File: src/rtl/frame_scan_reader.sv
// frame_scan_reader: raster timing generator that streams a frame buffer out as aligned video
module frame_scan_reader #(
  parameter int WIDTH   = 640,
  parameter int HEIGHT  = 480,
  parameter int H_FP    = 16,
  parameter int H_SYNC  = 96,
  parameter int H_BP    = 48,
  parameter int V_FP    = 10,
  parameter int V_SYNC  = 2,
  parameter int V_BP    = 33,
  parameter int RAM_LAT = 2,
  parameter int PIX_W   = 8
) (
  input  logic             clk,
  input  logic             rst_n,
  input  logic             en,
  output logic [18:0]      ram_rd_addr,
  output logic             ram_rd_en,
  input  logic [PIX_W-1:0] ram_rd_data,
  output logic             hsync,
  output logic             vsync,
  output logic             de,
  output logic [PIX_W-1:0] pixel,
  output logic             frame_start
);
  localparam int H_TOT = WIDTH + H_FP + H_SYNC + H_BP;
  localparam int V_TOT = HEIGHT + V_FP + V_SYNC + V_BP;
  localparam int HW = $clog2(H_TOT + 1);
  localparam int VW = $clog2(V_TOT + 1);
  localparam int DW = $clog2(RAM_LAT) + 1;
  typedef enum logic [1:0] {IDLE, RUN, DRAIN} state_t;
  state_t state, state_nxt;
  logic [HW-1:0] h_cnt;
  logic [VW-1:0] v_cnt;
  logic [DW-1:0] d_cnt;
  logic run, h_end, v_end, act;
  logic [3:0] raw;
  logic [3:0] pipe [RAM_LAT+1];
  assign run = state == RUN;
  assign h_end = h_cnt == HW'(H_TOT - 1);
  assign v_end = v_cnt == VW'(V_TOT - 1);
  assign act = run && h_cnt < HW'(WIDTH) && v_cnt < VW'(HEIGHT);
  assign raw = {act && h_cnt == '0 && v_cnt == '0, act,
                !(run && v_cnt >= VW'(HEIGHT + V_FP) && v_cnt < VW'(HEIGHT + V_FP + V_SYNC)),
                !(run && h_cnt >= HW'(WIDTH + H_FP) && h_cnt < HW'(WIDTH + H_FP + H_SYNC))};
  // state register
  always_ff @(posedge clk) state <= !rst_n ? IDLE : state_nxt;
  // next state: a started frame always runs to completion before en is re-examined
  always_comb begin
    state_nxt = state;
    state_nxt = (state == IDLE) ? (en ? RUN : IDLE) :
                run ? ((h_end && v_end && !en) ? DRAIN : RUN) :
                (d_cnt == DW'(RAM_LAT - 1) ? IDLE : DRAIN);
  end
  // raster counters advance only while scanning and rest at 0 otherwise
  always_ff @(posedge clk) begin
    if (!rst_n || !run) begin
      h_cnt <= '0;
      v_cnt <= '0;
    end else begin
      h_cnt <= h_end ? '0 : h_cnt + HW'(1);
      v_cnt <= h_end ? (v_end ? '0 : v_cnt + VW'(1)) : v_cnt;
    end
  end
  // drain timer counts the cycles spent flushing the pipeline
  always_ff @(posedge clk) d_cnt <= (!rst_n || state != DRAIN) ? '0 : d_cnt + DW'(1);
  // read strobe and address pointer; pointer restarts on the first pixel and holds between reads
  always_ff @(posedge clk) begin
    if (!rst_n) begin
      ram_rd_en <= 1'b0;
      ram_rd_addr <= '0;
    end else begin
      ram_rd_en <= act;
      if (act) ram_rd_addr <= raw[3] ? '0 : ram_rd_addr + 19'd1;
    end
  end
  // control pipeline: stage 0 matches the registered strobe, RAM_LAT more match the RAM
  always_ff @(posedge clk) begin
    if (!rst_n) begin
      for (int i = 0; i <= RAM_LAT; i++) pipe[i] <= 4'b0011;
    end else begin
      pipe[0] <= raw;
      for (int i = 1; i <= RAM_LAT; i++) pipe[i] <= pipe[i-1];
    end
  end
  // output register: pixel captured alongside its display-enable, blanked otherwise
  always_ff @(posedge clk) begin
    if (!rst_n) begin
      {frame_start, de, vsync, hsync} <= 4'b0011;
      pixel <= '0;
    end else begin
      {frame_start, de, vsync, hsync} <= pipe[RAM_LAT];
      pixel <= pipe[RAM_LAT][2] ? ram_rd_data : '0;
    end
  end
endmodule
File: config.mk
export PLATFORM = sky130hd
export DESIGN_NAME = frame_scan_reader
export DESIGN_NICKNAME = d
export VERILOG_FILES = /design/src/rtl/frame_scan_reader.sv
export SDC_FILE = /design/constraint.sdc
export NUM_CORES = 1
export LEC_CHECK = 0
export ABC_AREA = 1
export CAP_MARGIN = 15
export CELL_PAD_IN_SITES_DETAIL_PLACEMENT = 1
export CELL_PAD_IN_SITES_GLOBAL_PLACEMENT = 2
export CORE_MARGIN = 2
export CORE_UTILIZATION = 31
export DETAILED_ROUTE_END_ITERATION = 6
export GPL_ROUTABILITY_DRIVEN = 0
export PLACE_DENSITY_LB_ADDON = 0.25
export SYNTH_ARGS = -nofsm -noshare
export SYNTH_HDL_FRONTEND = slang
export SYNTH_SLANG_ARGS = --single-unit
File: constraint.sdc
create_clock -name clk -period 1.8 [get_ports clk]
set_input_delay 0.18 -clock clk [delete_from_list [all_inputs] [get_ports clk]]
set_output_delay 0.18 -clock clk [all_outputs]
set_load 0.05 [all_outputs]
==> key figures <==
Global route
  • Vias in the first global route: 2643
  • Initial antenna violation count: 0
  • Global router's overall resource usage: between 10 and 15%
  • Largest net degree at the start of global routing: 23
  • First-pass GRT wire length: between 10000 and 15000 um
  • Grt ovf: 0

Detailed routing
  • 1st-iter DRT viols: 57
  • Drc violations: 0
  • Post-Route WL: ~7300 um
  • Antenna Nets Post-Route: 0
  • Drt via density: 4.48
  • Vias post-DR: approximately 2.7k
  • First drt pass iteration count: 4
  • Wirelength per Cell: 12.2 um

Floorplan
  • DIE AREA: 10500 um2
  • Row cnt: 35
  • Starting Density: between 30% and 40%
  • I/O Pins: 43
  • Die Ht: 102 um
  • Die W: between 100 and 150 um
  • Core footprint: ~9300 um2

Clocking
  • Clk_lat worst skew: about 340 ps
  • H-tree depth: 3
  • Longest Clk Path Bufs: 2
  • CTS tree: built
  • CTS Sinks: 67
  • CTS root buffer: clkbuf_8
  • CTS buffer count: 9
  • Worst-path clk slew: ~80 ps
  • Postcts setup bufs: 0

Critical path
  • Data required time of the worst path: between 1500 and 2000 ps
  • Worst-case reg-to-reg path depth: 9
  • Critical path class: reg2out
  • Worst Path Buf+Inv: 1
  • CP arrival: around 1600 ps
  • Max incr delay on CP: just over 800 ps
  • Startpoint types: flip-flop
  • Critical Path Slowest Stage Cell: clkdlybuf4s50_1
  • Critical R2R Launch: v_cnt[1]
  • Worst reg2reg setup slack: ~200 ps
  • Top cell family by delay on the critical path: buffers and inverters
  • R2R Path End: v_cnt[9]
  • Crit Path Max Fanout: 4
  • Worst-path cell chain: clkdlybuf4s50_1
  • Setup crit end kind: output pin

Synth
  • Async SR Flop Fraction: 0%
  • Netlist cell types: 33
  • Mean Syn Cell Area: between 7 and 8 um2
  • YS warnings: 0
  • Synth Flop Type: dfxtp_1
  • Mapped cell area: 2990 um2
  • Yosys reg bits: 67
  • Post-Syn Instances: 407
  • Number of synthesized flops with an enable pin: 0
  • Post-Syn Nets: 424
  • Seq/Total Area, Yosys: between 40% and 50%

Place
  • DP Wirelength: 5680 um
  • Placed Area: between 3000 and 4000 um2
  • Placed insts: between 500 and 600
  • Port bufs: 42

Timing
  • Slew Limit Fails: 0
  • Final period utilization: a little over nine tenths
  • Setup Viol. Count Final: 0
  • Tmin final: approximately 1700 ps
  • Clock Skews: 13.1 ps
  • Tightest hold margin: between 300 and 400 ps
  • Setup TNS: 0 ps
  • RSZ-0062 raised after global routing: no
  • Rel. slew slack: about 64%
  • Worst-margin pin slew: 532 ps
  • Final Hold Fails: 0
  • F_max: 0.578 GHz

Finish
  • Multi-input gate area: about 1300 um2
  • Fin cells: 598
  • FF+latch area: 1340 um2
  • Final-layout fill cell count: between 1k and 1.5k
  • Fin nets: 481
  • Fraction of layout cells with a size suffix above 1: roughly an eighth
  • Most frequent cells in the layout: nand2_1 (74), nor2_1 (68), inv_1 (66)
  • Area grow syn2layout: 29.9%
  • Most common cell after layout, fill and taps aside: nand2_1
  • Fin area: around 3900 um2
  • Diodes inserted: 0

Flow run
  • Max_cap viols: 0

Min path
  • Worst hold-check path type: in2reg
  • Min-delay src: ram_rd_data[6]
  • Min-Delay Endpoint: pixel[6]
  • WHS Path Cells: 3

Pwr
  • Static Leak: ~1.7 nW
  • Maximum vdd ir drop: between 400 and 500 uV
  • Pwr Density: between 800 and 900 nW/um2

Run status
  • Status: finished clean
metrics by stage:
step,setup slack (ps),total power (W),util (%)
after floorplan,182,0.00180,-
after global placement,234,0.00191,39.1
after detailed placement,176,0.00192,39.1
after CTS,2.19,0.00339,41.6
after global routing,8.34,0.00349,41.9
final,69.0,0.00334,41.9
synthesized netlist by cell type, types with 2 or more instances:
cell type | instances | share of area (%)
nor2_2 | 5 | 1.0
o21ai_0 | 6 | 1.0
nand3_2 | 2 | 0.67
nand4_1 | 8 | 1.7
dfxtp_1 | 67 | 45
o21ai_2 | 2 | 0.59
nand2_2 | 3 | 0.63
xor2_1 | 10 | 2.9
xnor2_1 | 2 | 0.59
nand3b_1 | 3 | 0.75
buf_6 | 3 | 1.1
or2_2 | 6 | 1.3
inv_2 | 3 | 0.38
a21oi_1 | 11 | 1.8
inv_1 | 66 | 8.3
nand3_1 | 28 | 4.7
nor3_2 | 3 | 1.0
buf_2 | 2 | 0.33
nand2_1 | 75 | 9.4
ha_1 | 6 | 2.5
nor2_1 | 68 | 8.5
nor3_1 | 17 | 2.8
report_power, final:
part	internal [W]	switching, W
clock	0.000832	0.000625
sequential	0.00152	0.0000250
combinational	0.000128	0.000212
cell type report:
class / count / share of cell area (%)
Multi-Input combinational cell: 264 / 34.6
Tap cell: 129 / 4.15
Clock buffer: 10 / 3.54
Sequential cell: 67 / 34.6
Timing Repair Buffer: 53 / 14.0
Clock inverter: 6 / 2.45
Inverter: 69 / 6.66
state kept, by name (all words and copies together), names as in the netlist:
name / flops
frame_start: 1
state: 2
hsync: 1
pixel: 8
pipe: 12
h_cnt: 10
ram_rd_addr: 19
de: 1
d_cnt: 2
v_cnt: 10
vsync: 1
tightest hold or removal path: stages:
cell             delay, ps
clkdlybuf4s50_1        400
inv_1                   50
nor2_1                  30
repair_timing:
item	in CTS	in global routing
hold buffers	0	0
pin swaps	0	0
hold endpoints to repair	0	0
endpoints found under the setup margin	2	10
gates resized for setup	2	10
cell families after synthesis:
| logic type | synth area share (%) |
|---|---|
| AOI/OAI and AO/OA | 5.23 |
| xor gates and xnor gates | 3.51 |
| adders and majority gates | 2.51 |
| buffers and inverters | 10.5 |
| DFF | 44.8 |
| and+or+nand+nor | 33.4 |
worst max-delay path by stage:
stage | startpoint | end | slack (ps) | cells past startpoint
after global routing | ram_rd_addr[6] | ram_rd_addr[6] | 8 | 1
after detailed placement | h_cnt[0] | v_cnt[9] | 180 | 8
final | ram_rd_addr[6] | ram_rd_addr[6] | 70 | 1
after floorplan | ram_rd_addr[3] | ram_rd_addr[14] | 180 | 7
after global placement | ram_rd_addr[0] | ram_rd_addr[14] | 230 | 8
after CTS | ram_rd_addr[7] | ram_rd_addr[7] | 2 | 1
layer usage:
layer,wire (um),up-vias,global-route usage (%)
li1,-,1378,-
met1,3430,1247,18.7
met2,3510,45,25.1
met3,265,7,3.56
met4,102,0,5.44
met5,0,-,0
Power figures use the tool's default switching activity.
